File: config.mk
export PLATFORM = sky130hd
export DESIGN_NAME = reorder_buffer
export DESIGN_NICKNAME = d
export VERILOG_FILES = /design/src/rtl/reorder_buffer.sv
export SDC_FILE = /design/constraint.sdc
export NUM_CORES = 2
export LEC_CHECK = 0
export BUFFER_PORTS_ARGS = -buffer_cell sky130_fd_sc_hd__buf_2
export CAP_MARGIN = 20
export CORE_MARGIN = 2
export CORE_UTILIZATION = 45
export DETAILED_ROUTE_END_ITERATION = 6
export SYNTH_ARGS = -nofsm -noshare
export SYNTH_HDL_FRONTEND = slang
export SYNTH_SLANG_ARGS = --single-unit
File: constraint.sdc
create_clock -name clk_in -period 9.5 [get_ports clk_in]
set_input_delay 0.95 -clock clk_in [delete_from_list [all_inputs] [get_ports clk_in]]
set_output_delay 0.95 -clock clk_in [all_outputs]
set_load 0.005 [all_outputs]
File: src/rtl/reorder_buffer.sv
// In-order retirement queue: issue allocates tagged entries, the CDB fills results out of order,
// and the head retires in order into the regfile. A mispredicted branch at the head flushes everything.
module reorder_buffer #(
  parameter int DEPTH = 16,
  parameter int TAG_W = 4
) (
  input  logic        clk_in,
  input  logic        rst_in,
  input  logic        rdy_in,
  input  logic        issue_en,
  input  logic [4:0]  issue_rd,
  input  logic        issue_has_dest,
  input  logic        issue_is_branch,
  output logic        full,
  output logic [31:0] alloc_tag,
  input  logic        wb_en,
  input  logic [31:0] wb_tag,
  input  logic [31:0] wb_value,
  input  logic        wb_mispredict,
  input  logic [31:0] wb_target,
  input  logic [31:0] qry_tag_1,
  input  logic [31:0] qry_tag_2,
  output logic        qry_ready_1,
  output logic        qry_ready_2,
  output logic [31:0] qry_value_1,
  output logic [31:0] qry_value_2,
  output logic        commit_en,
  output logic [4:0]  commit_rd,
  output logic [31:0] commit_value,
  output logic [31:0] commit_tag,
  output logic        clear,
  output logic [31:0] redirect_pc
);

  localparam int CNT_W = TAG_W + 1;

  logic [DEPTH-1:0] busy_q, ready_q, has_dest_q, is_branch_q, mispredict_q;
  logic [4:0]       rd_q     [DEPTH];
  logic [31:0]      value_q  [DEPTH];
  logic [31:0]      target_q [DEPTH];

  logic [TAG_W-1:0] head_q, tail_q;
  logic [CNT_W-1:0] count_q;

  logic [TAG_W-1:0] wb_idx, qry_idx_1, qry_idx_2;
  logic             do_alloc, do_wb, do_retire, do_flush;

  assign full      = (count_q == CNT_W'(DEPTH));
  assign alloc_tag = 32'(tail_q);

  assign wb_idx    = wb_tag[TAG_W-1:0];
  assign qry_idx_1 = qry_tag_1[TAG_W-1:0];
  assign qry_idx_2 = qry_tag_2[TAG_W-1:0];

  // Everything is gated by rdy_in so a frozen pipeline changes no state at all.
  assign do_alloc  = rdy_in && issue_en && !full;
  assign do_wb     = rdy_in && wb_en && busy_q[wb_idx];
  assign do_retire = rdy_in && busy_q[head_q] && ready_q[head_q];
  assign do_flush  = do_retire && mispredict_q[head_q];

  // Operand lookup forwards a same-cycle CDB broadcast ahead of the stored result.
  always_comb begin
    qry_ready_1 = ready_q[qry_idx_1];
    qry_value_1 = value_q[qry_idx_1];
    qry_ready_2 = ready_q[qry_idx_2];
    qry_value_2 = value_q[qry_idx_2];
    if (wb_en && (wb_tag == qry_tag_1)) begin
      qry_ready_1 = 1'b1;
      qry_value_1 = wb_value;
    end
    if (wb_en && (wb_tag == qry_tag_2)) begin
      qry_ready_2 = 1'b1;
      qry_value_2 = wb_value;
    end
  end

  always_ff @(posedge clk_in or negedge rst_in) begin
    if (!rst_in) begin
      busy_q       <= '0;
      ready_q      <= '0;
      has_dest_q   <= '0;
      is_branch_q  <= '0;
      mispredict_q <= '0;
      head_q       <= '0;
      tail_q       <= '0;
      count_q      <= '0;
    end else if (do_flush) begin
      busy_q  <= '0;
      head_q  <= '0;
      tail_q  <= '0;
      count_q <= '0;
    end else begin
      if (do_wb) begin
        ready_q[wb_idx]      <= 1'b1;
        mispredict_q[wb_idx] <= wb_mispredict && is_branch_q[wb_idx];
      end
      if (do_retire) begin
        busy_q[head_q] <= 1'b0;
        head_q         <= head_q + TAG_W'(1);
      end
      // The tail slot is never busy while allocation is allowed, so it cannot collide with wb/retire.
      if (do_alloc) begin
        busy_q[tail_q]       <= 1'b1;
        ready_q[tail_q]      <= 1'b0;
        mispredict_q[tail_q] <= 1'b0;
        has_dest_q[tail_q]   <= issue_has_dest;
        is_branch_q[tail_q]  <= issue_is_branch;
        tail_q               <= tail_q + TAG_W'(1);
      end
      case ({do_alloc, do_retire})
        2'b10:   count_q <= count_q + CNT_W'(1);
        2'b01:   count_q <= count_q - CNT_W'(1);
        default: count_q <= count_q;
      endcase
    end
  end

  always_ff @(posedge clk_in) begin
    if (do_alloc && !do_flush) begin
      rd_q[tail_q] <= issue_rd;
    end
    if (do_wb && !do_flush) begin
      value_q[wb_idx]  <= wb_value;
      target_q[wb_idx] <= wb_target;
    end
  end

  // Commit strobe and clear are single-cycle pulses; the data fields hold until the next retire.
  always_ff @(posedge clk_in or negedge rst_in) begin
    if (!rst_in) begin
      commit_en    <= 1'b0;
      commit_rd    <= '0;
      commit_value <= '0;
      commit_tag   <= '0;
      clear        <= 1'b0;
      redirect_pc  <= '0;
    end else begin
      commit_en <= 1'b0;
      clear     <= 1'b0;
      if (do_retire) begin
        commit_en    <= has_dest_q[head_q] && (rd_q[head_q] != 5'd0);
        commit_rd    <= rd_q[head_q];
        commit_value <= value_q[head_q];
        commit_tag   <= 32'(head_q);
      end
      if (do_flush) begin
        clear       <= 1'b1;
        redirect_pc <= target_q[head_q];
      end
    end
  end

endmodule

==> results.cfg <==
[cts]
root_buffer = clkbuf_16
cts.sinks = 1272
postCtsHoldBufs = 0
cts_made_buffers = 137
postCtsSetupBuffers = 0
cts_buffer_depth = 3
insertion_delay_ns = 0.78
htree_levels = 4
tritoncts = done
cts_resized = 0
clk_pin_slew_ns = 0.06

[sta]
tightest_slew_ns = 1.15
slew_headroom_pct = 23.1
slew_viol_final = 0
setup_violations = 0
timing.setup.tns_ns = 0
rsz0062_at_grt = no
period_share_pct = 60.6
finalHoldViolations = 0
max_freq_ghz = 0.174
fin_skew_ns = 0.0200
fin_crit_ns = 5.76
setup_slack_ns = 3.74

[drt]
vias = 31950
detail_route.first_pass.iterations = 5
ant_nets = 0
routed_via_density = 6.34
drt-wirelength-per-cell_um = 32.2
routed_wl_mm = 162
drc = 0
drt_iter0_drc = 3605

[yosys]
synth.most_common_cell = edfxtp_1
ys_ff_latch = 1272
seq_area_frac_synth_pct = 63.4
ys_types = 55
avgSynthCellArea_um2 = 20.6
synth-edff-count = 1104
yosys.area.top_type = edfxtp_1
ys.flop_type = edfxtp_1
ys_async_sr_fraction_pct = 13.2
ys_top_cells_by_area = edfxtp_1 (56%), mux4_2 (27%), dfrtp_1 (7.1%)
synth_area_um2 = 58900
yosys_warnings = 0
synth_commonest_cells = edfxtp_1 (1104), mux4_2 (699), dfrtp_1 (168)
synth_top_area_share_pct = 56.2
synthCells = 2866

[setup_path]
startpoint_type = register
cp_data_arrival_time_ns = 6.15
required_ns = 9.89
path_max_fanout = 53
path_class = reg -> reg
crit_path_start = head_q[1]$_DFFE_PN0P_
regToRegStartpoint = head_q[1]$_DFFE_PN0P_
endpoint_kind = register

[placement]
gp_congestion = 0.930
io_buffer_count = 318
place_ws_ns = 3.63
post-dp-hpwl_mm = 89.3

[global_routing]
antenna_found_initial = 11
grt_max_degree = 136
grt_pass1_vias = 33584
grt_overflow = 0
grt_pass1_wl_mm = 238
grtUsageTotal_pct = 24.4

[power_and_ir_drop]
power-per-cell-area_nw_per_um2 = 234
p_leak_nw = 22.5
peakVddDrop_mv = 0.215

[cells_and_area]
area_growth_pct = 13.5
seq_area_um2 = 37400
multi_input_area_um2 = 20500
drive_gt1_share_pct = 44.5
fin_nets = 3365
num-fill-cells = 10299

[die]
core_um2 = 130000
die_h_um = 366
num_rows = 132
design.die.area_um2 = 134000
floorplan.initialDensity_pct = 45.4
io_pins = 375
dieWidth_um = 366

[hold_path]
hold_class = in -> async

[run_status]
status = finished, final reports clean

[flow_run]
drv_cap = 0
## critical path: stages, from the launching register on
cell	delay [ns]
dfrtp_4	0.76
buf_4	0.80
mux4_2	0.60
nand3_1	0.15
nand4_4	0.29
nand3_2	0.19
buf_4	0.59
nand2_1	0.41
nor2_4	0.16
buf_4	0.53
buf_4	0.74
## final cells by class
| class | count | area share [%] |
|---|---|---|
| Sequential cell | 1272 | 55.8 |
| Clock buffer | 182 | 5.55 |
| Multi-Input combinational cell | 1367 | 30.7 |
| Timing Repair Buffer | 388 | 3.37 |
| Clock inverter | 70 | 1.22 |
| Tap cell | 1742 | 3.26 |
| Inverter | 14 | 0.0804 |
| Antenna cell | 2 | 0.00748 |
## cells by family after synthesis
family / synth area share, %
adder cells (fa/ha/maj): 0.267
multiplexers: 29.4
buffers and inverters: 2.33
flip-flops: 63.4
XOR/XNOR: 1.03
other: 0.00636
AO/OA/AOI/OAI: 1.24
AND/OR/NAND/NOR: 2.32
## cell usage in the layout (no fill, tap or decap), types with 15 or more instances in the layout
master and instances:
a21oi_1 31, buf_2 311, buf_4 66, clkbuf_1 37, clkbuf_16 140, clkinv_1 24, clkinv_2 19, conb_1 56
dfrtp_1 164, edfxtp_1 1104, mux2_2 137, mux4_2 699, nand2_1 128, nand3_1 22, nand4_1 15, nor2_1 22
nor3_2 16, o21ai_0 26, o31ai_1 15, xnor2_1 43, xor2_1 26
## path summary, 6_finish.rpt
| check | cells past startpoint | to | slack (ns) |
|---|---|---|---|
| worst min-delay path | 1 | commit_value[29]$_DFFE_PN0N_ | 0.18 |
| worst max register to register | 10 | target_q[5][1]$_DFFE_PP_ | 3.74 |
| worst min register to register | 2 | redirect_pc[0]$_DFFE_PN0P_ | 0.47 |
| worst max-delay path | 10 | target_q[5][1]$_DFFE_PP_ | 3.74 |
| max in group asynchronous | 2 | head_q[2]$_DFFE_PN0P_ | 8.06 |
| min in group clk_in | 2 | redirect_pc[0]$_DFFE_PN0P_ | 0.47 |
## registers in the layout (all words and copies together) (netlist names), 4 cells and up
name and count:
head_q 4, commit_tag 4, count_q 5, ready_q 16, mispredict_q 16, commit_rd 5
rd_q 80, busy_q 16, target_q 512, redirect_pc 32, commit_value 32, value_q 512
tail_q 4, has_dest_q 16, is_branch_q 16
## stage by stage
stage / std cells / total power, mW / area [um2] / hold slack (ns) / util (%)
after detailed placement: 4780 / 10.4 / 62300 / 0.462 / 48.0
after floorplan: 2921 / 9.34 / 59200 / 0.470 / -
after global routing: 5035 / 16.2 / 66900 / 0.158 / 51.5
final: 5037 / 15.6 / 66900 / 0.175 / 51.5
after CTS: 5032 / 15.8 / 66800 / 0.151 / 51.5
after global placement: 4780 / 10.3 / 62300 / 0.462 / 48.0
## metal layers
| metal | part of all wire, % | up-vias | GRT usage (%) | routed length, um |
|---|---|---|---|---|
| li1 | - | 12766 | - | - |
| met1 | 40 | 17354 | 33.2 | 65000 |
| met2 | 50 | 1521 | 39.9 | 80700 |
| met3 | 7.0 | 299 | 4.59 | 11400 |
| met4 | 3.0 | 10 | 7.81 | 4830 |
| met5 | 0.038 | - | 0 | 62 |
## power breakdown
group	switching (mW)	leakage [nW]	internal [mW]
registers	0.305	12.1	6.37
clock network	2.24	2.21	3.15
logic	1.66	8.16	1.91
(Power assumes the default switching activity.)
